`config.mk`:
```
export PLATFORM = sky130hd
export DESIGN_NAME = mem_port_arbiter_flat
export DESIGN_NICKNAME = d
export VERILOG_FILES = /design/src/rtl/mem_port_arbiter_pkg.sv /design/src/rtl/mem_port_arbiter_if.sv /design/src/rtl/mem_port_arbiter_streak_ctr.sv /design/src/rtl/mem_port_arbiter.sv /design/src/flat_wrapper.sv
export SDC_FILE = /design/constraint.sdc
export NUM_CORES = 1
export LEC_CHECK = 0
export CELL_PAD_IN_SITES_DETAIL_PLACEMENT = 1
export CELL_PAD_IN_SITES_GLOBAL_PLACEMENT = 2
export CORE_ASPECT_RATIO = 1.1
export CORE_MARGIN = 2
export CORE_UTILIZATION = 10
export DETAILED_ROUTE_END_ITERATION = 16
export GPL_ROUTABILITY_DRIVEN = 0
export HOLD_SLACK_MARGIN = 0.02
export PLACE_DENSITY = 0.95
export SYNTH_ARGS = -nofsm -noshare
export SYNTH_HDL_FRONTEND = slang
export SYNTH_SLANG_ARGS = --single-unit
```
`constraint.sdc`:
```
create_clock -name clk -period 2.3 [get_ports clk]
set_input_delay 0.345 -clock clk [delete_from_list [all_inputs] [get_ports clk]]
set_output_delay 0.345 -clock clk [all_outputs]
set_load 0.05 [all_outputs]
```
`src/rtl/mem_port_arbiter_pkg.sv`:
```
// mem_arb_pkg: shared definitions for the single-port RAM arbiter.
//   owner_e    - which requester owns the access whose read data is
//                arriving this cycle
//   WSTRB_NONE - byte-enable value meaning "no write"
package mem_arb_pkg;

    typedef enum logic [1:0] {
        OWN_IDLE = 2'd0,
        OWN_I    = 2'd1,
        OWN_D    = 2'd2
    } owner_e;

    localparam logic [3:0] WSTRB_NONE = 4'b0000;

    // Next owner after a grant decision; fetch wins if both flags were set.
    function automatic owner_e next_owner(input logic i_gnt, input logic d_gnt);
        if (i_gnt) begin
            return OWN_I;
        end else if (d_gnt) begin
            return OWN_D;
        end
        return OWN_IDLE;
    endfunction

endpackage

```
`src/rtl/mem_port_arbiter_if.sv`:
```
// mem_port_arbiter_if: CPU fetch port, CPU data port and RAM port.
//   slave  - arbiter view: takes requests/mem_rdata, drives grants,
//            responses and the RAM address/data/enables
//   master - environment view (CPU + RAM): the opposite directions
interface mem_port_arbiter_if #(
    parameter int unsigned ADDR_W = 14
);

    logic              i_req;
    logic [31:0]       i_addr;
    logic              i_gnt;
    logic              i_rvalid;
    logic [31:0]       i_rdata;

    logic              d_req;
    logic [31:0]       d_addr;
    logic [31:0]       d_wdata;
    logic [3:0]        d_wstrb;
    logic              d_gnt;
    logic              d_rvalid;
    logic [31:0]       d_rdata;

    logic [ADDR_W-1:0] mem_addr;
    logic [31:0]       mem_wdata;
    logic [3:0]        mem_wenable;
    logic [31:0]       mem_rdata;

    modport slave (
        input  i_req, i_addr,
        output i_gnt, i_rvalid, i_rdata,
        input  d_req, d_addr, d_wdata, d_wstrb,
        output d_gnt, d_rvalid, d_rdata,
        output mem_addr, mem_wdata, mem_wenable,
        input  mem_rdata
    );

    modport master (
        output i_req, i_addr,
        input  i_gnt, i_rvalid, i_rdata,
        output d_req, d_addr, d_wdata, d_wstrb,
        input  d_gnt, d_rvalid, d_rdata,
        input  mem_addr, mem_wdata, mem_wenable,
        output mem_rdata
    );

endinterface

```
`src/rtl/mem_port_arbiter_streak_ctr.sv`:
```
// arb_streak_ctr: counts consecutive data grants taken while fetch was
// also waiting, saturating at MAX_STREAK.
//   clk, rst       - clock, asynchronous active-high reset
//   i_req_i        - fetch request pending
//   i_gnt_i        - fetch granted this cycle
//   d_gnt_i        - data granted this cycle
//   force_instr_o  - streak has hit MAX_STREAK; fetch must win next contest
module arb_streak_ctr #(
    parameter int unsigned MAX_STREAK = 4,
    parameter int unsigned STREAK_W   = 3
) (
    input  logic clk,
    input  logic rst,
    input  logic i_req_i,
    input  logic i_gnt_i,
    input  logic d_gnt_i,
    output logic force_instr_o
);

    localparam logic [STREAK_W-1:0] STREAK_MAX = STREAK_W'(MAX_STREAK);

    logic [STREAK_W-1:0] streak_q;
    logic [STREAK_W-1:0] streak_d;

    always_comb begin
        streak_d = streak_q;
        // Only data grants that actually made fetch wait count toward the streak.
        if (i_gnt_i || !i_req_i) begin
            streak_d = '0;
        end else if (d_gnt_i && (streak_q != STREAK_MAX)) begin
            streak_d = streak_q + 1'b1;
        end
    end

    always_ff @(posedge clk or posedge rst) begin
        if (rst) begin
            streak_q <= '0;
        end else begin
            streak_q <= streak_d;
        end
    end

    assign force_instr_o = (streak_q == STREAK_MAX);

endmodule

```
`src/rtl/mem_port_arbiter.sv`:
```
// mem_port_arbiter: shares one single-port word RAM (byte enables,
// 1-cycle registered read) between a CPU fetch port and data port.
// At most one access is granted per cycle; the read data returning the
// next cycle is steered to whichever port owned that access.
//   clk  - system clock
//   rst  - asynchronous active-high reset; also gates grants, rvalids
//          and RAM write enables combinationally while high
//   bus  - fetch port, data port and RAM port (slave modport)
module mem_port_arbiter
    import mem_arb_pkg::*;
#(
    parameter int unsigned ADDR_W     = 14,
    parameter int unsigned MAX_STREAK = 4,
    parameter int unsigned STREAK_W   = 3
) (
    input logic                clk,
    input logic                rst,
    mem_port_arbiter_if.slave  bus
);

    owner_e owner_q;
    owner_e owner_d;

    logic   i_gnt;
    logic   d_gnt;
    logic   force_instr;

    arb_streak_ctr #(
        .MAX_STREAK (MAX_STREAK),
        .STREAK_W   (STREAK_W)
    ) u_streak (
        .clk           (clk),
        .rst           (rst),
        .i_req_i       (bus.i_req),
        .i_gnt_i       (i_gnt),
        .d_gnt_i       (d_gnt),
        .force_instr_o (force_instr)
    );

    // Grant decision and owner next state.
    always_comb begin
        i_gnt   = 1'b0;
        d_gnt   = 1'b0;
        if (!rst) begin
            // Data normally wins a contest unless the starvation guard fires.
            if (bus.d_req && !(bus.i_req && force_instr)) begin
                d_gnt = 1'b1;
            end else if (bus.i_req) begin
                i_gnt = 1'b1;
            end
        end
        owner_d = next_owner(i_gnt, d_gnt);
    end

    always_ff @(posedge clk or posedge rst) begin
        if (rst) begin
            owner_q <= OWN_IDLE;
        end else begin
            owner_q <= owner_d;
        end
    end

    assign bus.i_gnt       = i_gnt;
    assign bus.d_gnt       = d_gnt;

    assign bus.mem_addr    = i_gnt ? bus.i_addr[ADDR_W-1:0] : bus.d_addr[ADDR_W-1:0];
    assign bus.mem_wdata   = bus.d_wdata;
    assign bus.mem_wenable = d_gnt ? bus.d_wstrb : WSTRB_NONE;

    // Responses come straight from the owner register so a new grant can
    // overlap the previous access's rvalid.
    assign bus.i_rvalid    = !rst && (owner_q == OWN_I);
    assign bus.d_rvalid    = !rst && (owner_q == OWN_D);
    assign bus.i_rdata     = bus.mem_rdata;
    assign bus.d_rdata     = bus.mem_rdata;

    generate
        if (ADDR_W < 32) begin : g_addr_hi
            logic unused_addr_hi;
            assign unused_addr_hi = ^{bus.i_addr[31:ADDR_W], bus.d_addr[31:ADDR_W]};
        end
    endgenerate

endmodule
```
`src/flat_wrapper.sv`:
```
// flat-port wrapper written by rule: the top's interface ports become plain ports
module mem_port_arbiter_flat import mem_arb_pkg::*;
#(
    parameter int unsigned ADDR_W     = 14,
    parameter int unsigned MAX_STREAK = 4,
    parameter int unsigned STREAK_W   = 3
)
  (clk, rst, bus_i_req, bus_i_addr, bus_i_gnt, bus_i_rvalid, bus_i_rdata, bus_d_req, bus_d_addr, bus_d_wdata, bus_d_wstrb, bus_d_gnt, bus_d_rvalid, bus_d_rdata, bus_mem_addr, bus_mem_wdata, bus_mem_wenable, bus_mem_rdata);
  mem_port_arbiter_if #(.ADDR_W(ADDR_W)) bus_i ();
  input logic clk;
  input logic rst;
  input wire logic [$bits(bus_i.i_req)-1:0] bus_i_req;
  input wire logic [$bits(bus_i.i_addr)-1:0] bus_i_addr;
  output wire logic [$bits(bus_i.i_gnt)-1:0] bus_i_gnt;
  output wire logic [$bits(bus_i.i_rvalid)-1:0] bus_i_rvalid;
  output wire logic [$bits(bus_i.i_rdata)-1:0] bus_i_rdata;
  input wire logic [$bits(bus_i.d_req)-1:0] bus_d_req;
  input wire logic [$bits(bus_i.d_addr)-1:0] bus_d_addr;
  input wire logic [$bits(bus_i.d_wdata)-1:0] bus_d_wdata;
  input wire logic [$bits(bus_i.d_wstrb)-1:0] bus_d_wstrb;
  output wire logic [$bits(bus_i.d_gnt)-1:0] bus_d_gnt;
  output wire logic [$bits(bus_i.d_rvalid)-1:0] bus_d_rvalid;
  output wire logic [$bits(bus_i.d_rdata)-1:0] bus_d_rdata;
  output wire logic [$bits(bus_i.mem_addr)-1:0] bus_mem_addr;
  output wire logic [$bits(bus_i.mem_wdata)-1:0] bus_mem_wdata;
  output wire logic [$bits(bus_i.mem_wenable)-1:0] bus_mem_wenable;
  input wire logic [$bits(bus_i.mem_rdata)-1:0] bus_mem_rdata;
  assign bus_i.i_req = bus_i_req;
  assign bus_i.i_addr = bus_i_addr;
  assign bus_i_gnt = bus_i.i_gnt;
  assign bus_i_rvalid = bus_i.i_rvalid;
  assign bus_i_rdata = bus_i.i_rdata;
  assign bus_i.d_req = bus_d_req;
  assign bus_i.d_addr = bus_d_addr;
  assign bus_i.d_wdata = bus_d_wdata;
  assign bus_i.d_wstrb = bus_d_wstrb;
  assign bus_d_gnt = bus_i.d_gnt;
  assign bus_d_rvalid = bus_i.d_rvalid;
  assign bus_d_rdata = bus_i.d_rdata;
  assign bus_mem_addr = bus_i.mem_addr;
  assign bus_mem_wdata = bus_i.mem_wdata;
  assign bus_mem_wenable = bus_i.mem_wenable;
  assign bus_i.mem_rdata = bus_mem_rdata;
  mem_port_arbiter #(.ADDR_W(ADDR_W), .MAX_STREAK(MAX_STREAK), .STREAK_W(STREAK_W)) u_core (.clk(clk), .rst(rst), .bus(bus_i));
endmodule
```
**Yosys cells after proc, flatten, opt, wreduce, memory -nomap -nowiden**

Cells that the tools add are included.

- Register bits: 5
- Input port bits: 136
- Output and inout bits: 118
- Logic and storage cells: 31

- $add $sub $neg: 1
- Equal/unequal tests: 4
- Muxes and demuxes: 14
- Reductions and logical operators: 10

Operators with widths:

| cell | number |
|---|---|
| 14-bit two-way mux | 1 |
| 1-bit two-way mux | 7 |
| 2-bit two-way mux | 3 |
| 3-bit two-way mux | 2 |
| 1-bit logical AND | 5 |
| 4-bit two-way mux | 1 |
| 3-bit by 1-bit adder with 3-bit output (second input constant) | 1 |
| 3-bit == test (second input constant) | 1 |
| 1-bit zero test | 3 |
| 3-bit != test (second input constant) | 1 |
| 2-bit by 1-bit == test with 1-bit output (second input constant) | 1 |
| 2-bit == test (second input constant) | 1 |
| 2-bit nonzero test | 1 |
| 1-bit logical OR | 1 |

**Logic depth before layout (Yosys ltp)**

- Depth in word-level cells: 9
- Gate-level depth with buffers: 6
- Gate-level depth less buffers: 5

**Hierarchy**

Synthesis repeated with hierarchy kept, for this count alone.

- Cell total of the unflattened synthesis: 144
- Area total of the unflattened synthesis: 1276.2 um2

Modules (own cells, without submodules):

| module | instances | cells each | area an instance (um2) | seq. area each (um2) |
|---|---|---|---|---|
| mem_port_arbiter | 1 | 125 | 1069.8 | 50.0 |
| arb_streak_ctr | 1 | 19 | 206.4 | 75.1 |

**Worst setup path after synthesis**

No wires, ideal clock.

- Path type: input to output
- From: in rst
- To: out bus_mem_wenable[0]
- Data arrival time: 1.750 ns
- Required time: 1.955 ns
- Setup slack: 0.205 ns
- Stages on the path: 4
- Buffers on the path: 1
- Cells stage by stage: buf_2 > inv_1 > and3_1 > and2_1

- Longest elaborated chain between the ends: 2

Ends and longest elaborated chain:

| what | line | text |
|---|---|---|
| start, declared | flat_wrapper.sv:11 | `input logic rst;` |
| 1-bit two-way mux | mem_port_arbiter.sv:44 | `if (!rst) begin` |
| net bus_d_gnt | flat_wrapper.sv:21 | `output wire logic [$bits(bus_i.d_gnt)-1:0] bus_d_gnt;` |
| 4-bit two-way mux | mem_port_arbiter.sv:68 | `assign bus.mem_wenable = d_gnt ? bus.d_wstrb : WSTRB_NONE;` |
| end, declared | flat_wrapper.sv:26 | `output wire logic [$bits(bus_i.mem_wenable)-1:0] bus_mem_wenable;` |

The timed path passes the listed nets, and every way through them passes these cells.

**Worst setup path in the final report**

- From: reg u_core.u_streak.streak_q[1]
- To: out bus_mem_addr[11]

- Longest elaborated chain between the ends: 7

Ends and longest elaborated chain:

| what | line | text |
|---|---|---|
| start, declared | mem_port_arbiter_streak_ctr.sv:22 | `logic [STREAK_W-1:0] streak_q;` |
| start signal, assigned | mem_port_arbiter_streak_ctr.sv:39 | `streak_q <= streak_d;` |
| 3-bit == test | mem_port_arbiter_streak_ctr.sv:43 | `assign force_instr_o = (streak_q == STREAK_MAX);` |
| 1-bit logical AND | mem_port_arbiter.sv:46 | `if (bus.d_req && !(bus.i_req && force_instr)) begin` |
| 1-bit zero test | mem_port_arbiter.sv:46 |  |
| 1-bit logical AND | mem_port_arbiter.sv:46 |  |
| 1-bit two-way mux | mem_port_arbiter.sv:46 |  |
| 1-bit two-way mux | mem_port_arbiter.sv:44 |  |
| 14-bit two-way mux | mem_port_arbiter.sv:66 | `assign bus.mem_addr = i_gnt ? bus.i_addr[ADDR_W-1:0] : bus.d_addr[ADDR_W-1:0];` |
| end, declared | flat_wrapper.sv:24 | `output wire logic [$bits(bus_i.mem_addr)-1:0] bus_mem_addr;` |

Every way passes these cells.

==> results.rst <==
.. list-table::
   :header-rows: 1

   * - Metric
     - Value
   * - Most frequently used flop master after synthesis
     - dfrtp_1
   * - Average cell area after synthesis
     - 8.672 um2
   * - Final cycle utilization of the critical path
     - 96.98%
   * - Portion of the post-synthesis area used by sequential elements
     - 9.950%
   * - Required time of the critical path
     - 1.96 ns
   * - CTS Root Buffer Type
     - clkbuf_16
   * - Num ports
     - 254
   * - Total chip power
     - 0.7164 mW
   * - Launch instance of the worst register-to-register path
     - u_core.u_streak.streak_q[1]
   * - Period minus WS final
     - 2.230 ns
   * - Area taken by multi-input logic gates
     - 414.1 um2
   * - Number of standard cells after synthesis
     - 145
   * - Die width
     - 110.9 um
   * - Row count
     - 42
   * - Arrival time of the worst setup path
     - 1.89 ns
   * - Average wire per standard cell
     - 10.94 um
   * - Number of enable-type register cells in the synthesized netlist
     - 0
   * - Post-synthesis cell type count
     - 17
   * - Effective utilization at floorplan
     - 10.36%
   * - Critical Path Sink Type
     - output pin
   * - First-pass detailed-route iteration total
     - 3
   * - Setup repair after global routing missed its margin
     - true
   * - Worst-skew pair later-pin latency
     - 0.23 ns
   * - Clock tree buffer depth
     - 2
   * - Fraction of layout cells with a size suffix above 1
     - 47.54%
   * - Setup total negative slack
     - 0 ns
   * - Count of filler cells inserted in the layout
     - 1,419
   * - Post-route ant nets
     - 0
   * - Pin count of the biggest net entering global routing
     - 9
   * - Commonest cells in the synthesized netlist
     - 96 x buf_4, 9 x mux2_4, 5 x dfrtp_1, 5 x mux2_2, 5 x nor3b_1
   * - Maximum vdd ir drop
     - 0.0003787 V
   * - Aggregate global-route resource usage
     - 4.677%
   * - Destination of the critical timing path
     - bus_mem_addr[11]
   * - Number of diodes
     - 0
   * - Max FO, Critical Path
     - 8
   * - Final setup violation count
     - 0
   * - Cell area after technology mapping
     - 1257 um2
   * - Count of max-cap constraint violations
     - 0
   * - Layout Nets
     - 261
   * - Antenna violations before repair
     - 0
   * - Half-perimeter wire length after placement
     - 2302 um
   * - Flop2flop setup slack
     - 0.94 ns
   * - Initial drt markers
     - 6
   * - Num Clock Sinks
     - 5
   * - Proportion of synthesized flip-flops having asynchronous set or reset
     - 100.0%
   * - Crit path cell chain
     - inv_2, ha_4, a21boi_4, nor3b_4, buf_4, buf_12, mux2_4, buf_12
   * - Post-synth top area share
     - 57.31%
   * - Critical path start-end classification
     - reg2out
   * - Power density over the cells
     - 414.6 nW/um2
   * - Max Clock Skew
     - 0.0008855 ns
   * - CTS tree
     - done
   * - Highest clock rate
     - 0.4483 GHz
   * - Number of vias per cell
     - 2.659
   * - Reg-to-reg critical path endpoint
     - u_core.u_streak.streak_q[2]
   * - Aggregate global routing overflow
     - 0
   * - Most numerous cell in the Yosys netlist
     - buf_4
   * - Path length in cells of the critical path
     - 8
   * - Logic depth of the worst register-to-register path
     - 6
   * - Library cell with the largest summed area after synthesis
     - buf_4
   * - Number of global-route vias before repair
     - 888
   * - Net count of the mapped netlist
     - 283
   * - Cell family contributing the most delay on the critical path
     - buffers and inverters
   * - Remaining routing DRC violations
     - 0
   * - Global-route wire length before repair
     - 4933 um
   * - Die ar.
     - 13,490 um2
   * - Launching instance or port of the critical path
     - u_core.u_streak.streak_q[1]
   * - Clock transition at the register clock pins on the worst setup and hold paths after CTS
     - 0.03 ns
   * - Overall routed net length
     - 3019 um
   * - CTS Hold Bufs
     - 0
   * - Cell type with the highest occurrence count on the critical path
     - buf_12
   * - Relative area change from synthesis to final layout
     - 37.41%
   * - Final hold violations
     - 0
   * - Number of levels in the clock H-tree
     - 1
   * - Least-Margin Pin Slew
     - 0.3740 ns
   * - Highest cell delay on the worst timing path
     - 0.38 ns
   * - Startpoint type of the worst setup path
     - flip-flop
   * - Count of buffering cells on the critical path with inverters included
     - 4
   * - Status
     - finished, final reports clean
   * - Number of warnings issued by yosys
     - 0
   * - Hold path cells
     - 2
   * - Flop and latch count out of synthesis
     - 5
   * - Via count
     - 734
   * - Highest-delay cell along the critical path
     - dfrtp_1
   * - Storage cell area
     - 125.1 um2
   * - Y dimension of the die
     - 121.6 um
   * - Top post-synthesis cells by area
     - buf_4 57%, mux2_4 11%, dfrtp_1 10%
   * - Number of max-slew violations in the final report
     - 0
   * - Worst slew margin
     - 75.01%
   * - Worst Hold Class
     - in2reg
   * - Standard cell core area
     - 12,140 um2
   * - Leakage
     - 0.6927 nW
   * - Inserted Clock Buffers
     - 3
   * - Number of input and output port buffers inserted
     - 57
-- cells in the final DEF (no fill, tap or decap) --
cell             count
clkdlybuf4s50_1     34
buf_12              18
mux2_4              14
buf_4               11
nor3b_1              5
buf_8                5
dfrtp_1              5
and2_1               4
nand3_1              3
nand2_1              3
a21boi_0             3
clkbuf_16            3
inv_2                2
and3_1               2
inv_1                1
a21boi_4             1
nor3b_4              1
o21ai_0              1
ha_4                 1
ha_1                 1
clkbuf_1             1
buf_16               1
dlygate4sd2_1        1
buf_6                1
-- worst register-to-register path: stages (launching register included) --
cell,delay (ns)
dfrtp_1,0.38
buf_4,0.14
buf_4,0.13
ha_1,0.19
nor3b_1,0.17
o21ai_0,0.10
a21boi_0,0.17
-- layout make-up --
type	count	area share [%]
Clock buffer	4	4.562
Sequential cell	5	7.241
Multi-Input combinational cell	39	23.97
Inverter	3	0.6517
Timing Repair Buffer	71	52.43
Tap cell	154	11.15
-- registers in the layout, indices dropped and copies added, names as in the netlist --
name                      flops
u_core.u_streak.streak_q      3
u_core.owner_q                2
-- per-stage QoR --
step / instance area, um2 / setup WS (ns) / utilization [%] / cells / hold WS (ns)
3_3_place_gp: 1483 / 0.004615 / 12.21 / 263 / 0.5449
2_1_floorplan: 1257 / 0.2051 / - / 145 / 0.3287
5_1_grt: 1728 / -0.02239 / 14.23 / 276 / 0.5877
3_5_place_dp: 1483 / -0.04997 / 12.21 / 263 / 0.5565
4_1_cts: 1707 / -0.03406 / 14.06 / 273 / 0.5729
6_report: 1728 / 0.06952 / 14.23 / 276 / 0.5698
-- where the power goes --
group	internal, mW	switching, mW	leakage [nW]
logic	0.186	0.146	0.587
registers	0.0914	0.00173	0.0676
clock network	0.230	0.0608	0.0382
total	0.507	0.209	0.693
-- worst min path at each step --
stage | startpoint | endpoint | slack, ns
floorplan | rst | u_core.owner_q[0] | 0.33
global placement | u_core.u_streak.streak_q[0] | u_core.u_streak.streak_q[0] | 0.54
detailed placement | u_core.u_streak.streak_q[0] | u_core.u_streak.streak_q[0] | 0.56
CTS | bus_d_req | u_core.owner_q[1] | 0.57
global route | bus_d_req | u_core.owner_q[1] | 0.59
finish | bus_d_req | u_core.owner_q[1] | 0.57
-- kinds of logic after synthesis --
family,after synthesis,share of synthesized area (%)
compound gates,5,3.084
fa+ha+maj,2,1.990
buf+inv,101,60.20
flops,5,9.950
mux,14,15.22
simple gates,18,9.552
-- per-layer routing --
metal,global-route usage [%],up-vias,routed length [um]
met2,8.666,63,1562
met4,3.281,0,181
li1,-,319,-
met1,4.086,320,897
met5,0,-,0
met3,1.990,32,377
-- repair_timing --
item | CTS | global route
setup buffers | 5 | 3
pin swaps | 2 | 1
endpoints found under the setup margin | 14 | 14
resized for setup | 21 | 2
cloned | 1 | 0
Power figures use the tool's default switching activity.
